### config.mk
export PLATFORM = sky130hd
export DESIGN_NAME = demux_1to2_8bit_buf_flat
export DESIGN_NICKNAME = d
export VERILOG_FILES = /design/src/rtl/demux_1to2_8bit_buf_if.sv /design/src/rtl/demux_1to2_8bit_buf.sv /design/src/flat_wrapper.sv
export SDC_FILE = /design/constraint.sdc
export NUM_CORES = 1
export LEC_CHECK = 0
export ABC_AREA = 1
export CORE_ASPECT_RATIO = 1.4
export CORE_MARGIN = 3
export CORE_UTILIZATION = 51
export CTS_CLUSTER_DIAMETER = 60
export DETAILED_ROUTE_END_ITERATION = 6
export PLACE_DENSITY = 0.77
export SETUP_SLACK_MARGIN = 0.05
export SLEW_MARGIN = 20
export SYNTH_ARGS = -nofsm -noshare
export SYNTH_HDL_FRONTEND = slang
export SYNTH_HIERARCHICAL = 1
export SYNTH_SLANG_ARGS = --single-unit
### constraint.sdc
create_clock -name clk -period 2.2 [get_ports clk]
set_clock_uncertainty 0.15 [all_clocks]
set_input_delay 0.44 -clock clk [delete_from_list [all_inputs] [get_ports clk]]
set_output_delay 0.44 -clock clk [all_outputs]
set_load 0.03 [all_outputs]
### src/rtl/demux_1to2_8bit_buf_if.sv
// Byte-stream bundle for the 1-to-2 demux: one upstream channel, two downstream channels.
// master = source/consumer side, slave = the demux itself.
interface demux_1to2_8bit_buf_if #(
    parameter int WIDTH = 8
);
    logic [WIDTH-1:0] din;
    logic             din_valid;
    logic             din_ready;
    logic             sel;
    logic [WIDTH-1:0] y0;
    logic             y0_valid;
    logic             y0_ready;
    logic [WIDTH-1:0] y1;
    logic             y1_valid;
    logic             y1_ready;

    modport master (
        output din, din_valid, sel, y0_ready, y1_ready,
        input  din_ready, y0, y0_valid, y1, y1_valid
    );

    modport slave (
        input  din, din_valid, sel, y0_ready, y1_ready,
        output din_ready, y0, y0_valid, y1, y1_valid
    );
endinterface

### src/rtl/demux_1to2_8bit_buf.sv
// Steers a valid/ready byte stream to one of two per-channel FIFOs chosen by sel.
// Latency: 1 cycle from accept to y<sel>_valid; no bypass.
// Backpressure: din_ready = !full[sel] only; optional counters under DEMUX_COUNT_EN.

module demux_1to2_8bit_buf_fifo #(
    parameter int WIDTH = 8,
    parameter int DEPTH = 2
) (
    input  logic             clk,
    input  logic             rst,
    input  logic             push,
    input  logic [WIDTH-1:0] wdat,
    input  logic             pop,
    output logic [WIDTH-1:0] rdat,
    output logic             full,
    output logic             empty
);
    localparam int PW = (DEPTH > 1) ? $clog2(DEPTH) : 1;
    localparam int CW = $clog2(DEPTH + 1);

    logic [WIDTH-1:0] mem [DEPTH];
    logic [PW-1:0]    wr_ptr;
    logic [PW-1:0]    rd_ptr;
    logic [CW-1:0]    count;
    logic             do_push;
    logic             do_pop;

    assign full    = (count == CW'(DEPTH));
    assign empty   = (count == '0);
    assign do_push = push && !full;
    assign do_pop  = pop && !empty;
    // Head is forced to zero while empty so stale storage never leaks out.
    assign rdat    = empty ? '0 : mem[rd_ptr];

    always_ff @(posedge clk or posedge rst) begin
        if (rst) begin
            wr_ptr <= '0;
            rd_ptr <= '0;
            count  <= '0;
        end else begin
            if (do_push) wr_ptr <= wr_ptr + PW'(1);
            if (do_pop)  rd_ptr <= rd_ptr + PW'(1);
            case ({do_push, do_pop})
                2'b10:   count <= count + CW'(1);
                2'b01:   count <= count - CW'(1);
                default: count <= count;
            endcase
        end
    end

    always_ff @(posedge clk) begin
        if (do_push) mem[wr_ptr] <= wdat;
    end
endmodule

module demux_1to2_8bit_buf #(
    parameter int WIDTH = 8,
    parameter int DEPTH = 2
) (
    input  logic                 clk,
    input  logic                 rst,
    demux_1to2_8bit_buf_if.slave bus
`ifdef DEMUX_COUNT_EN
    ,
    output logic [7:0]           cnt0,
    output logic [7:0]           cnt1
`endif
);
    logic full0;
    logic full1;
    logic empty0;
    logic empty1;
    logic accept;
    logic push0;
    logic push1;
    logic pop0;
    logic pop1;

    // Ready looks only at the addressed channel's registered occupancy.
    assign bus.din_ready = bus.sel ? !full1 : !full0;
    assign accept        = bus.din_valid && bus.din_ready;
    assign push0         = accept && !bus.sel;
    assign push1         = accept && bus.sel;

    assign bus.y0_valid  = !empty0;
    assign bus.y1_valid  = !empty1;
    assign pop0          = bus.y0_valid && bus.y0_ready;
    assign pop1          = bus.y1_valid && bus.y1_ready;

    demux_1to2_8bit_buf_fifo #(.WIDTH(WIDTH), .DEPTH(DEPTH)) u_fifo0 (
        .clk   (clk),
        .rst   (rst),
        .push  (push0),
        .wdat  (bus.din),
        .pop   (pop0),
        .rdat  (bus.y0),
        .full  (full0),
        .empty (empty0)
    );

    demux_1to2_8bit_buf_fifo #(.WIDTH(WIDTH), .DEPTH(DEPTH)) u_fifo1 (
        .clk   (clk),
        .rst   (rst),
        .push  (push1),
        .wdat  (bus.din),
        .pop   (pop1),
        .rdat  (bus.y1),
        .full  (full1),
        .empty (empty1)
    );

`ifdef DEMUX_COUNT_EN
    always_ff @(posedge clk or posedge rst) begin
        if (rst) begin
            cnt0 <= 8'd0;
            cnt1 <= 8'd0;
        end else begin
            if (push0) cnt0 <= cnt0 + 8'd1;
            if (push1) cnt1 <= cnt1 + 8'd1;
        end
    end
`endif
endmodule

### src/flat_wrapper.sv
// flat-port wrapper written by rule: the top's interface ports become plain ports
module demux_1to2_8bit_buf_flat 
#(
    parameter int WIDTH = 8,
    parameter int DEPTH = 2
)
  (clk, rst, bus_din, bus_din_valid, bus_sel, bus_y0_ready, bus_y1_ready, bus_din_ready, bus_y0, bus_y0_valid, bus_y1, bus_y1_valid);
  demux_1to2_8bit_buf_if #(.WIDTH(WIDTH)) bus_i ();
  input  logic clk;
  input  logic rst;
  input wire logic [$bits(bus_i.din)-1:0] bus_din;
  input wire logic [$bits(bus_i.din_valid)-1:0] bus_din_valid;
  input wire logic [$bits(bus_i.sel)-1:0] bus_sel;
  input wire logic [$bits(bus_i.y0_ready)-1:0] bus_y0_ready;
  input wire logic [$bits(bus_i.y1_ready)-1:0] bus_y1_ready;
  output wire logic [$bits(bus_i.din_ready)-1:0] bus_din_ready;
  output wire logic [$bits(bus_i.y0)-1:0] bus_y0;
  output wire logic [$bits(bus_i.y0_valid)-1:0] bus_y0_valid;
  output wire logic [$bits(bus_i.y1)-1:0] bus_y1;
  output wire logic [$bits(bus_i.y1_valid)-1:0] bus_y1_valid;
  assign bus_i.din = bus_din;
  assign bus_i.din_valid = bus_din_valid;
  assign bus_i.sel = bus_sel;
  assign bus_i.y0_ready = bus_y0_ready;
  assign bus_i.y1_ready = bus_y1_ready;
  assign bus_din_ready = bus_i.din_ready;
  assign bus_y0 = bus_i.y0;
  assign bus_y0_valid = bus_i.y0_valid;
  assign bus_y1 = bus_i.y1;
  assign bus_y1_valid = bus_i.y1_valid;
  demux_1to2_8bit_buf #(.WIDTH(WIDTH), .DEPTH(DEPTH)) u_core (.clk(clk), .rst(rst), .bus(bus_i));
endmodule
==> results by group, run 1 <==
Run status
  • Outcome: completed

Timing
  • Final setup TNS: 0 ps
  • Final-report hold violation count: 0
  • Max-slew headroom: 0.780
  • Tcrit/Tclk final: 0.919
  • RSZ-0062 raised after global routing: no
  • Final setup violation count: 0
  • Slew at the pin with the worst max-slew slack: between 300 and 400 ps
  • Fmax: just under 500 MHz
  • Tmin final: 2020 ps
  • Slew Viols, Final: 0

Critical path
  • Worst stage delay on the critical path: between 400 and 500 ps
  • CP endpoint kind: output pin
  • Critical Path RT: around 1600 ps
  • R2R Setup Slk: ~310 ps
  • CP max stage cell: dlygate4sd2_1
  • Crit path DAT: around 1400 ps
  • Crit Path Class: reg2out
  • Cell breakdown of the critical path: clkinv_1, nand2_1, a21oi_1, dlygate4sd2_1
  • Launch instance of the worst register-to-register path: u_core/u_fifo1/count[1]$_DFFE_PP0P_
  • FF-to-FF path depth: 10
  • Crit path launch type: flop
  • Critical Path Start: u_core/u_fifo1/rd_ptr$_DFFE_PP0P_
  • FF-to-FF End: u_core/u_fifo1/count[1]$_DFFE_PP0P_
  • CP max FO: 9

Placed design
  • DP Area: 0.00213 mm^2
  • Port Buffers: 32
  • DP Cell Count: 240
  • DPL Wire Length: approximately 2500 um
  • Placer congestion estimate: around 0.74

Synthesis
  • Post-synth ARST share: 0.200
  • Area share of the largest cell type after synthesis: 0.552
  • Most used flip-flop cell after synthesis: edfxtp_1
  • Synth Register Bits: 40
  • Synth warnings: 6
  • Commonest cells post-synth: 50 x nand2_1, 32 x edfxtp_1, 25 x inv_1
  • Synthesized instance count: about 170
  • Cell with the most instances after synthesis: nand2_1
  • Mapped Nets: between 150 and 200
  • Netlist cell types: 16
  • Synth top area cells: edfxtp_1 55%, dfrtp_1 12%, nand2_1 11%
  • Avg Cell Area, Syn: approximately 11 um^2
  • Number of enable flip-flop cells after synthesis: 32
  • Cell taking the most area after synthesis: edfxtp_1
  • Seq/Total Area, Yosys: 0.667
  • Synthesized cell area: ~0.0017 mm^2

Pwr
  • Comb power frac: 0.499
  • Sw Pwr: around 1300 uW
  • Internal: ~1700 uW
  • Seq pwr share: 0.358
  • Leak: roughly 0.00095 uW
  • Max VDD drop: a little over 0.0009 V
  • Clk pwr share: 0.143
  • PD cells: between 1000 and 1500 mW/mm^2
  • Net Sw Frac: 0.436

Route
  • Antenna Violating Nets Remaining: 0
  • Vias/cell: 4.89
  • Via count: 1209
  • DRT Pass-1 Iters: 4
  • Final wirelength: 3190 um
  • WL per Instance: 12.9 um
  • DRC viols: 0
  • Iteration-0 DRC Markers: 37

GRT
  • Global-route wire length before repair: 5050 um
  • Largest net degree at the start of global routing: 13
  • Gr ovfl total: 0
  • Antenna violations before repair: 0
  • Vias in the first global route: 1173
  • Global-route usage over all layers: 0.164

Die
  • Rows: 24
  • Die span in y: between 70 and 80 um
  • Die width: about 55 um
  • IO Pins: 33
  • Total core area: around 0.0032 mm^2
  • Die area: a little over 0.004 mm^2
  • Initial core utilization: 0.547

Clock network
  • Clock Sink Count: 40
  • H-tree levels: 2
  • Clock Latency Late Sink: between 200 and 300 ps
  • Root Driver: clkbuf_8
  • TritonCTS clock tree: yes
  • Total CTS buffers: 5
  • CTS max path bufs: 2
  • Worst-path clk slew: ~70 ps

Cells and area
  • Proportion of layout cells with a drive suffix above 1: 0.159
  • Antenna cells: 0
  • Synth-to-Final Area Change: 24.1%
  • Final instance area: ~0.0022 mm^2
  • Layout Nets: between 200 and 250
  • Post-Layout Cell Count: roughly 250

Run
  • Max-cap violation count: 0

Worst hold path
  • Hold WC Path Type: in2async
cell families after synthesis:
kind of cell / after synthesis / share of synthesized area
AND/OR/NAND/NOR: 69 / 0.160
AO/OA/AOI/OAI: 20 / 0.0661
adder cells (fa/ha/maj): 2 / 0.0144
XOR/XNOR: 2 / 0.0101
buffers and inverters: 32 / 0.0820
flip-flops: 40 / 0.667
metrics by stage:
step                      hold WS, ps  setup slack (ps)  total power, uW   util
after floorplan                  56.1               452             2140      -
final                             216               178             2980  0.678
after global routing              219              67.6             3200  0.678
after global placement            315               162             2660  0.669
after CTS                         214              69.3             3030  0.688
after detailed placement          333              88.6             2730  0.669
metal layers:
| layer | share of wire | wire, um | GRT usage | vias up |
|---|---|---|---|---|
| met2 | 0.56 | 1800 | 0.332 | 27 |
| met1 | 0.37 | 1190 | 0.149 | 561 |
| li1 | - | - | - | 614 |
| met4 | 0.020 | 63 | 0.0838 | 0 |
| met5 | 0 | 0 | 0 | - |
| met3 | 0.043 | 136 | 0.0446 | 7 |
cell type report:
cell class / count / area [um^2]
Tap cell: 39 / 48.8
Timing Repair Buffer: 40 / 322
Clock inverter: 1 / 5.00
Inverter: 28 / 109
Sequential cell: 40 / 1160
Clock buffer: 6 / 72.6
Multi-Input combinational cell: 93 / 442
Fill cell: 277 / 1020
registers in the layout, indices dropped and copies added, names as in the netlist:
register,cells
u_core/u_fifo0/count,2
u_core/u_fifo1/rd_ptr,1
u_core/u_fifo0/wr_ptr,1
u_core/u_fifo0/rd_ptr,1
u_core/u_fifo1/count,2
u_core/u_fifo0/mem,16
u_core/u_fifo1/mem,16
u_core/u_fifo1/wr_ptr,1
what timing repair did:
item	CTS	global route
hold buffers	0	0
setup endpoints to repair	18	9
gates resized for setup	19	19
buffers inserted	0	0
cells in the final DEF, fill, tap and decap left out, drive strengths merged:
master / instances
a21oi: 16
nand4: 2
clkinv: 3
buf: 9
nand2: 51
ha: 2
clkdlybuf4s50: 13
clkbuf: 15
nor2: 12
xnor2: 2
edfxtp: 32
nand3: 4
inv: 25
o21ai: 4
dlygate4sd2: 9
clkinvlp: 1
dfrtp: 8
worst max-delay path by stage:
stage / to / slack (ps) / cells past startpoint
floorplan: bus_y0[0] / 450 / 4
global placement: bus_y1[3] / 160 / 3
detailed placement: bus_y0[5] / 90 / 4
CTS: bus_y0[5] / 70 / 4
global route: bus_y1[6] / 70 / 4
finish: bus_y1[2] / 180 / 4
critical path, delay by kind of cell (launching register included):
family | cells | cell delay, ps
compound gates | 1 | 120
buf+inv | 2 | 580
flops | 1 | 380
simple gates | 1 | 80
power by group through the flow:
stage               Combinational, uW  Sequential [uW]  Clock [uW]
global placement                 1600             1060           0
CTS                              1530             1060         442
global route                     1640             1080         479
finish                           1490             1070         428
floorplan                        1080             1060           0
detailed placement               1660             1070           0
Power figures use the tool's default switching activity.
==> run 2: changes to the inputs <==
PLACE_DENSITY = unset   (was 0.77)
PLACE_DENSITY_LB_ADDON = 0.12   (was unset)
REMOVE_ABC_BUFFERS = 1   (was unset)
==> run 2 against run 1 <==
Final cell count is 0.40% higher. Maximum frequency is 3.1% lower. Clock-buffer cell count is 1 higher. Routed wire length is 3.4% higher. Highest routed layer unchanged. Largest cell class unchanged. Clock power is 3% higher.
==> results by group, run 2 (synthesized netlist as in run 1, its figures left out) <==
Cells and area
  • Antenna cells: 0
  • Proportion of layout cells with a drive suffix above 1: 0.158
  • Synth-to-Final Area Change: 24.7%
  • Layout Nets: 224
  • Most frequent cells in the layout: 50 x nand2_1, 32 x edfxtp_1, 25 x inv_1
  • Multi-input logic area: between 400 and 500 um^2
  • # fillers: between 200 and 300
  • Sequential cell area: ~0.0012 mm^2
  • Post-Layout Cell Count: roughly 250
  • Commonest non-fill, non-tap cell in the layout: nand2_1
  • Top Registers: u_core/u_fifo0/mem: 16 flops, u_core/u_fifo1/mem: 16 flops

Pwr
  • Total power draw: a little over 3000 uW
  • Clk pwr share: 0.146
  • Seq pwr share: 0.357
  • Sw Pwr: 1320 uW
  • Leak: approximately 0.00094 uW
  • Comb power frac: 0.497
  • Internal: 1700 uW
  • Max VDD drop: approximately 0.00083 V
  • Net Sw Frac: 0.437
  • PD cells: 1390 mW/mm^2

Timing
  • Fmax: 479 MHz
  • Slew at the pin with the worst max-slew slack: around 320 ps
  • Max-slew headroom: 0.785
  • Final-report hold violation count: 0
  • Slew Viols, Final: 0
  • Final setup TNS: 0 ps
  • Setup ws final: ~110 ps
  • Tcrit/Tclk final: 0.948
  • Tmin final: 2090 ps
  • Hold Slack: between 200 and 250 ps
  • Final setup violation count: 0
  • RSZ-0062 raised after global routing: yes

Die
  • Initial core utilization: 0.547
  • Rows: 24
  • IO Pins: 33
  • Die area: 0.00416 mm^2
  • Die span in y: 75.1 um
  • Total core area: around 0.0032 mm^2
  • Die width: around 55 um

Route
  • Iteration-0 DRC Markers: 28
  • WL per Instance: about 13 um
  • Antenna Violating Nets Remaining: 0
  • Final wirelength: ~3300 um
  • Vias/cell: slightly below 5
  • Via count: between 1k and 1.5k
  • DRC viols: 0
  • DRT Pass-1 Iters: 4

Run status
  • Outcome: completed

GRT
  • Largest net degree at the start of global routing: 13
  • Vias in the first global route: between 1k and 1.5k
  • Gr ovfl total: 0
  • Antenna violations before repair: 0
  • Global-route usage over all layers: 0.173
  • Global-route wire length before repair: 5290 um

Critical path
  • Crit Path Class: reg2out
  • Critical Path Start: u_core/u_fifo1/rd_ptr$_DFFE_PP0P_
  • Crit path launch type: flop
  • Worst stage delay on the critical path: 420 ps
  • Critical Path RT: between 1500 and 2000 ps
  • CP endpoint kind: output pin
  • CP max stage cell: dfrtp_1
  • Launch instance of the worst register-to-register path: u_core/u_fifo1/count[1]$_DFFE_PP0P_
  • Buffers & Inverters on Critical Path: 2
  • Cell breakdown of the critical path: buf_4, nand2_1, a21oi_1, clkdlybuf4s15_1
  • Crit path max-delay family: buffers and inverters
  • CP max FO: 7
  • Crit path DAT: around 1500 ps

Clock network
  • Clock Sink Count: 40
  • Post CTS Setup Buffer Count: 0
  • Root Driver: clkbuf_8
  • CTS max path bufs: 2
  • H-tree levels: 2
  • TritonCTS clock tree: yes
  • Worst-path clk slew: 60 ps
  • Clock Latency Late Sink: 290 ps
  • Total CTS buffers: 5
  • Hold buffer count at CTS: 0

Placed design
  • Placer congestion estimate: 0.788
  • Port Buffers: 32
  • DP Cell Count: 240
  • DPL Wire Length: approximately 2500 um
  • Dpl ws: approximately 64 ps

Worst hold path
  • Hold WC Path Type: in2async

Run
  • Max-cap violation count: 0
run 2: metal layers:
| layer | vias up | GRT usage | wire length [um] |
|---|---|---|---|
| met4 | 0 | 0.0973 | 87 |
| met5 | - | 0 | 0 |
| li1 | 617 | - | - |
| met2 | 33 | 0.332 | 1840 |
| met3 | 9 | 0.0463 | 147 |
| met1 | 561 | 0.167 | 1220 |
run 2: final timing paths:
kind / to / slack, ps / cells after the start
min in group clk: u_core/u_fifo1/wr_ptr$_DFFE_PP0N_ / 330 / 2
worst max-delay path: bus_y1[0] / 110 / 4
max in group asynchronous: u_core/u_fifo0/rd_ptr$_DFFE_PP0P_ / 1510 / 2
worst max register to register: u_core/u_fifo1/count[1]$_DFFE_PP0P_ / 330 / 10
worst min-delay path: u_core/u_fifo1/wr_ptr$_DFFE_PP0N_ / 230 / 2
worst min register to register: u_core/u_fifo1/wr_ptr$_DFFE_PP0N_ / 330 / 2
run 2: final cells by class:
type,count,area share
Clock inverter,1,0.00173
Tap cell,39,0.0225
Sequential cell,40,0.535
Multi-Input combinational cell,93,0.204
Inverter,28,0.0507
Timing Repair Buffer,40,0.151
Clock buffer,7,0.0352
run 2: metrics by stage:
step	cell area, um^2	utilization
final	2170	0.682
after global routing	2170	0.682
after CTS	2190	0.689
after detailed placement	2130	0.669
after global placement	2130	0.669
after floorplan	1700	-
run 2: power groups by stage:
stage               clock, uW  combinational (uW)  sequential [uW]
finish                    440                1500             1080
global route              480                1650             1090
CTS                       458                1520             1070
detailed placement          0                1650             1080
global placement            0                1590             1070
floorplan                   0                 968             1100
run 2: worst reg2reg max path, cell delays in order, from the launching register on:
cell and delay (ps):
dfrtp_1 430, nor2_4 250, buf_4 170, nor2_1 50, inv_1 80, nor2_1 70, ha_1 320, inv_1 80
nand3_1 70, nand2_1 60, nand2_1 50
run 2: what timing repair did:
item / in CTS / in global routing
gates cloned: 0 / 0
pin swaps: 0 / 0
gates resized for setup: 20 / 24
endpoints found under the hold margin: 0 / 0
endpoints found under the setup margin: 18 / 14
